[config.mk]
export PLATFORM = sky130hd
export DESIGN_NAME = overture_core
export DESIGN_NICKNAME = d
export VERILOG_FILES = /design/src/rtl/overture_pkg.sv /design/src/rtl/overture_alu.sv /design/src/rtl/overture_core.sv
export SDC_FILE = /design/constraint.sdc
export NUM_CORES = 1
export LEC_CHECK = 0
export CORE_AREA = 2 2 87 89
export DETAILED_ROUTE_END_ITERATION = 8
export DIE_AREA = 0 0 89 91
export PLACE_DENSITY = 0.81
export SKIP_CTS_REPAIR_TIMING = 1
export SYNTH_ARGS = -nofsm -noshare
export SYNTH_HDL_FRONTEND = slang
export SYNTH_SLANG_ARGS = --single-unit
[constraint.sdc]
create_clock -name clk -period 4.8 [get_ports clk]
set_input_delay 1.2 -clock clk [delete_from_list [all_inputs] [get_ports clk]]
set_output_delay 1.2 -clock clk [all_outputs]
set_load 0.03 [all_outputs]
[src/rtl/overture_pkg.sv]
// rtl/overture_pkg.sv - shared types and constants for the Overture execution core
// Purpose: instruction class, ALU op and condition encodings, register index
//          constants, FSM state type and the branch condition evaluator.
// Ports:   none (package).
package overture_pkg;

  // Instruction class taken from rom_data[7:6].
  typedef enum logic [1:0] {
    CLS_IMM  = 2'b00,
    CLS_CALC = 2'b01,
    CLS_COPY = 2'b10,
    CLS_COND = 2'b11
  } instr_class_e;

  // ALU op codes from rom_data[2:0] of a compute instruction; 6 and 7 are NOPs.
  localparam logic [2:0] ALU_OR   = 3'd0;
  localparam logic [2:0] ALU_NAND = 3'd1;
  localparam logic [2:0] ALU_NOR  = 3'd2;
  localparam logic [2:0] ALU_AND  = 3'd3;
  localparam logic [2:0] ALU_ADD  = 3'd4;
  localparam logic [2:0] ALU_SUB  = 3'd5;

  // Condition codes from rom_data[2:0] of a condition instruction.
  localparam logic [2:0] COND_NEVER  = 3'd0;
  localparam logic [2:0] COND_EQZ    = 3'd1;
  localparam logic [2:0] COND_LTZ    = 3'd2;
  localparam logic [2:0] COND_LEZ    = 3'd3;
  localparam logic [2:0] COND_ALWAYS = 3'd4;
  localparam logic [2:0] COND_NEZ    = 3'd5;
  localparam logic [2:0] COND_GEZ    = 3'd6;
  localparam logic [2:0] COND_GTZ    = 3'd7;

  // Register indices used by copy source/destination fields.
  localparam logic [2:0] REG_R0   = 3'd0;
  localparam logic [2:0] REG_R1   = 3'd1;
  localparam logic [2:0] REG_R2   = 3'd2;
  localparam logic [2:0] REG_R3   = 3'd3;
  localparam logic [2:0] REG_R4   = 3'd4;
  localparam logic [2:0] REG_R5   = 3'd5;
  localparam logic [2:0] REG_IO   = 3'd6;
  localparam logic [2:0] REG_NULL = 3'd7;

  localparam int NUM_REGS = 6;

  typedef enum logic {
    ST_RUN      = 1'b0,
    ST_OUT_WAIT = 1'b1
  } state_e;

  // Evaluates a branch condition against r3 interpreted as two's complement.
  function automatic logic cond_true(input logic [2:0] code, input logic [7:0] val);
    logic zero;
    logic neg;
    logic res;
    zero = (val == 8'd0);
    neg  = val[7];
    res  = 1'b0;
    case (code)
      COND_NEVER:  res = 1'b0;
      COND_EQZ:    res = zero;
      COND_LTZ:    res = neg;
      COND_LEZ:    res = neg | zero;
      COND_ALWAYS: res = 1'b1;
      COND_NEZ:    res = ~zero;
      COND_GEZ:    res = ~neg;
      COND_GTZ:    res = ~neg & ~zero;
      default:     res = 1'b0;
    endcase
    return res;
  endfunction

endpackage

[src/rtl/overture_alu.sv]
// rtl/overture_alu.sv - combinational 8-bit ALU for compute instructions
// Purpose: y = f(a, b) for the six compute operations; NOP codes yield 0 and
//          are never written back by the core.
// Ports:   op [2:0] operation select, a [7:0] (r1), b [7:0] (r2), y [7:0] result.
module overture_alu
  import overture_pkg::*;
(
  input  logic [2:0] op,
  input  logic [7:0] a,
  input  logic [7:0] b,
  output logic [7:0] y
);

  always_comb begin
    y = 8'd0;
    case (op)
      ALU_OR:   y = a | b;
      ALU_NAND: y = ~(a & b);
      ALU_NOR:  y = ~(a | b);
      ALU_AND:  y = a & b;
      ALU_ADD:  y = a + b;   // wraps modulo 256, no carry out
      ALU_SUB:  y = a - b;   // wraps modulo 256, no borrow out
      default:  y = 8'd0;
    endcase
  end

endmodule

[src/rtl/overture_core.sv]
// rtl/overture_core.sv - Overture program-sequencing execution core
// Purpose: fetches from an external combinational ROM at the PC, decodes the
//          immediate/compute/copy/condition classes and executes them on r0..r5,
//          with valid/ready input and output channels that stall the PC.
// Ports:   clk, rst_n (async active-low);
//          rom_addr [7:0] out = PC, rom_data [7:0] in = instruction byte;
//          in_data/in_valid in, in_ready out (combinational);
//          out_data/out_valid out (registered), out_ready in;
//          retired out: one-cycle registered pulse per completed instruction.
module overture_core
  import overture_pkg::*;
(
  input  logic       clk,
  input  logic       rst_n,
  output logic [7:0] rom_addr,
  input  logic [7:0] rom_data,
  input  logic [7:0] in_data,
  input  logic       in_valid,
  output logic       in_ready,
  output logic [7:0] out_data,
  output logic       out_valid,
  input  logic       out_ready,
  output logic       retired
);

  state_e     state_q, state_d;
  logic [7:0] pc_q, pc_d;
  logic [7:0] regs_q [NUM_REGS];
  logic [7:0] regs_d [NUM_REGS];
  logic [7:0] out_data_q, out_data_d;
  logic       out_valid_q, out_valid_d;
  logic       retired_q, retired_d;

  instr_class_e cls;
  logic [2:0]   src;
  logic [2:0]   dst;
  logic [7:0]   src_val;
  logic [7:0]   alu_y;
  logic [7:0]   pc_inc;

  assign cls    = instr_class_e'(rom_data[7:6]);
  assign src    = rom_data[5:3];
  assign dst    = rom_data[2:0];
  assign pc_inc = pc_q + 8'd1;   // 0xFF rolls over to 0x00

  overture_alu u_alu (
    .op (rom_data[2:0]),
    .a  (regs_q[1]),
    .b  (regs_q[2]),
    .y  (alu_y)
  );

  // Copy source mux: registers, the input channel, or the constant zero.
  always_comb begin
    src_val = 8'd0;
    if (src == REG_IO) begin
      src_val = in_data;
    end else if (src != REG_NULL) begin
      src_val = regs_q[src];
    end
  end

  always_comb begin
    state_d     = state_q;
    pc_d        = pc_q;
    regs_d      = regs_q;
    out_data_d  = out_data_q;
    out_valid_d = out_valid_q;
    retired_d   = 1'b0;
    in_ready    = 1'b0;

    case (state_q)
      ST_RUN: begin
        case (cls)
          CLS_IMM: begin
            regs_d[0] = {2'b00, rom_data[5:0]};
            pc_d      = pc_inc;
            retired_d = 1'b1;
          end
          CLS_CALC: begin
            // NOP codes still retire, they just leave r3 alone.
            if (rom_data[2:0] <= ALU_SUB) begin
              regs_d[3] = alu_y;
            end
            pc_d      = pc_inc;
            retired_d = 1'b1;
          end
          CLS_COPY: begin
            in_ready = (src == REG_IO);
            // An input-sourced copy does nothing until in_valid arrives.
            if ((src != REG_IO) || in_valid) begin
              if (dst == REG_IO) begin
                // Output beat: PC and retire wait for the accept in OUT_WAIT.
                out_data_d  = src_val;
                out_valid_d = 1'b1;
                state_d     = ST_OUT_WAIT;
              end else begin
                if (dst != REG_NULL) begin
                  regs_d[dst] = src_val;
                end
                pc_d      = pc_inc;
                retired_d = 1'b1;
              end
            end
          end
          CLS_COND: begin
            pc_d      = cond_true(dst, regs_q[3]) ? regs_q[0] : pc_inc;
            retired_d = 1'b1;
          end
          default: begin
            state_d = ST_RUN;
          end
        endcase
      end
      ST_OUT_WAIT: begin
        if (out_valid_q && out_ready) begin
          out_valid_d = 1'b0;
          pc_d        = pc_inc;
          retired_d   = 1'b1;
          state_d     = ST_RUN;
        end
      end
      default: begin
        state_d = ST_RUN;
      end
    endcase
  end

  always_ff @(posedge clk or negedge rst_n) begin
    if (!rst_n) begin
      state_q     <= ST_RUN;
      pc_q        <= 8'd0;
      for (int i = 0; i < NUM_REGS; i++) begin
        regs_q[i] <= 8'd0;
      end
      out_data_q  <= 8'd0;
      out_valid_q <= 1'b0;
      retired_q   <= 1'b0;
    end else begin
      state_q     <= state_d;
      pc_q        <= pc_d;
      regs_q      <= regs_d;
      out_data_q  <= out_data_d;
      out_valid_q <= out_valid_d;
      retired_q   <= retired_d;
    end
  end

  assign rom_addr  = pc_q;
  assign out_data  = out_data_q;
  assign out_valid = out_valid_q;
  assign retired   = retired_q;

endmodule
==> results.toml <==
[outcome]
status = "completed"

[placement]
post-place-cells = 542
io_buffers = 38
place.gp.congestion = 0.981
detailed_place_hpwl_um = 7800
pre_cts_slack_ns = 0.660

[clock_network]
clk_pin_slew_ns = 0.08
clkLatencyLatePin_ns = 0.35
htree_levels = 3
cts_tree = "done"
clock_path_buffers = 2
cts_buffers = 9
cts_sinks = 67
cts.root.buffer_cell = "clkbuf_8"

[cells_and_area]
nets = 486
instances_no_fill = 558
syn_to_final_growth_pct = 15.8
n_antenna_cell = 0
final_layout_size_suffix_gt1_frac = 0.181

[timing]
timing.final.ws_setup_ns = 0.720
clock.fmax_ghz = 0.245
hold_viol_final = 0
tightest_slew_ns = 1.02
final_max_slew_viol_count = 0
finalCritPeriodShare = 0.850
hold_ws_ns = 0.508
relSlewSlack = 0.311
setup-tns-final_ns = 0
fin_crit_ns = 4.08
fin_skew_ns = 0.00539
finalSetupViolCount = 0
rsz0062_at_grt = "no"

[grt]
antenna_found_initial = 0
grt_pass1_vias = 3313
grt_max_degree = 40
grt_first_pass_wirelength_um = 17400
track_usage = 0.288
grt_overflow = 0

[die]
dieArea_mm2 = 0.00810
start_util = 0.580
num_rows = 31
core-area_mm2 = 0.00714
die_y_um = 91
dieWidth_um = 89
io_pins = 39

[logic_synthesis]
syn_area_per_cell_um2 = 9.95
synth.top_cells.by_count = "67 x dfrtp_1, 42 x nor2_1, 38 x mux2_2, 38 x nand2_1, 31 x a21oi_1"
synth_cells = 416
synth_edf_count = 0
synth_top_area_frac = 0.405
async_reset_ff_frac = 1.00
ys.flop_type = "dfrtp_1"
postSynthNetCount = 448
syn_area_mm2 = 0.00414
synthTopCellsByArea = "dfrtp_1 41%, mux2_2 10%, mux4_2 4.4%, nor2_1 3.8%, a21oi_1 3.7%"
ys_ff_latch = 67
ys_seq_area_frac = 0.405
synth_largest_area_cell = "dfrtp_1"
synth_cell_types = 51
post-synth-top-count-cell = "dfrtp_1"
ys_warn_count = 0

[critical_path]
cp_cell_sequence = "clkdlybuf4s50_1 -> nand2b_1 -> nor3_1 -> clkdlybuf4s50_1"
worst-setup-path-type = "in -> out"
reg2reg_depth = 13
worstPathArrival_ns = 2.88
regToRegStartpoint = "regs_q[25]"
crit_fanout = 6
cp.required_ns = 3.60
crit_slowest_cell = "clkdlybuf4s50_1"
cp_common_cell = "clkdlybuf4s50_1"
reg2reg_setup_slack_ns = 2.15
max_stage_delay_ns = 0.70
critPathLaunchType = "input pin"
cp-end-kind = "primary output"
rr_endpoint = "regs_q[23]"

[pwr]
irDropWorstVdd_mv = 0.411
p_per_area_mw_per_mm2 = 622
finalPower_w = 0.00298
leakage_nw = 2.11

[detailed_routing]
postRouteAntennaNets = 0
wire_per_inst_um = 19.1
drt-total-wl_um = 10700
dr.pass1.iters = 5
drcViolationCount = 0
num_vias = 3413
viasPerCell = 6.12
drt_iter0_markers = 332

[hold_path]
min_from = "regs_q[11]"
hold_depth = 1
hold_end = "regs_q[11]"
worstHoldPathType = "reg -> reg"

[job]
cap_violations = 0
stage by stage:
step,cell area [um^2],utilization
after floorplan,4140,-
after global placement,4600,0.644
after detailed placement,4600,0.644
after CTS,4790,0.672
after global routing,4790,0.672
final,4790,0.672
worst max-delay path by stage:
stage	cells past startpoint	endpoint	slack (ns)	start
after floorplan	4	in_ready	1.22	rom_data[6]
after detailed placement	13	regs_q[22]	0.66	rom_data[2]
after global routing	4	in_ready	0.61	rom_data[6]
after global placement	4	in_ready	0.71	rom_data[6]
after CTS	4	in_ready	0.70	rom_data[6]
final	4	in_ready	0.72	rom_data[6]
layout make-up:
cell class	instances	area [um^2]
fill	568	2340
sequential	67	1680
clock buffer	9	124
tap	99	124
inverter	9	33.8
multi-input combinational	318	2300
clock inverter	7	75.1
timing repair buffer	49	458
state kept, by name, indices dropped and copies added (netlist names):
register   cells
regs_q        48
out_data       8
rom_addr       8
out_valid      1
retired        1
state_q        1
per-layer routing:
| layer | routed length, um | GRT usage | part of all wire |
|---|---|---|---|
| met5 | 0 | 0 | 0 |
| met4 | 369 | 0.118 | 0.035 |
| met2 | 4980 | 0.437 | 0.47 |
| met1 | 4750 | 0.403 | 0.44 |
| met3 | 580 | 0.0600 | 0.054 |
power by group:
part           switching, W  internal, W  leakage, nW
Sequential         0.000250     0.000793        0.848
Combinational      0.000775     0.000688         1.15
Clock              0.000235     0.000244        0.104
Total               0.00126      0.00173         2.11
layout by cell type, fill, tap and decap left out, drive strengths merged, types with 4 or more instances in the layout:
master,n
mux2i,13
nor2b,4
or3,6
and3,5
a31oi,6
nand3,15
ha,11
a221o,6
nand2,38
mux4,8
clkdlybuf4s50,37
nand2b,6
nor2,42
xnor2,12
inv,12
nor4,4
mux2,38
a21oi,34
clkbuf,9
dfrtp,67
o21ai,25
buf,12
nor3,7
logic make-up after synthesis:
kind of cell	Yosys count	share of synthesized area
xor gates and xnor gates	15	0.0317
buffers and inverters	31	0.0384
adders and majority gates	12	0.0381
muxes	59	0.178
DFF	67	0.405
AOI/OAI and AO/OA	95	0.145
and+or+nand+nor	137	0.163
critical path: cells and delay by family:
kind,cells,cell delay (ns)
buffers and inverters,2,1.26
and+or+nand+nor,2,0.42
Power figures use the tool's default switching activity.
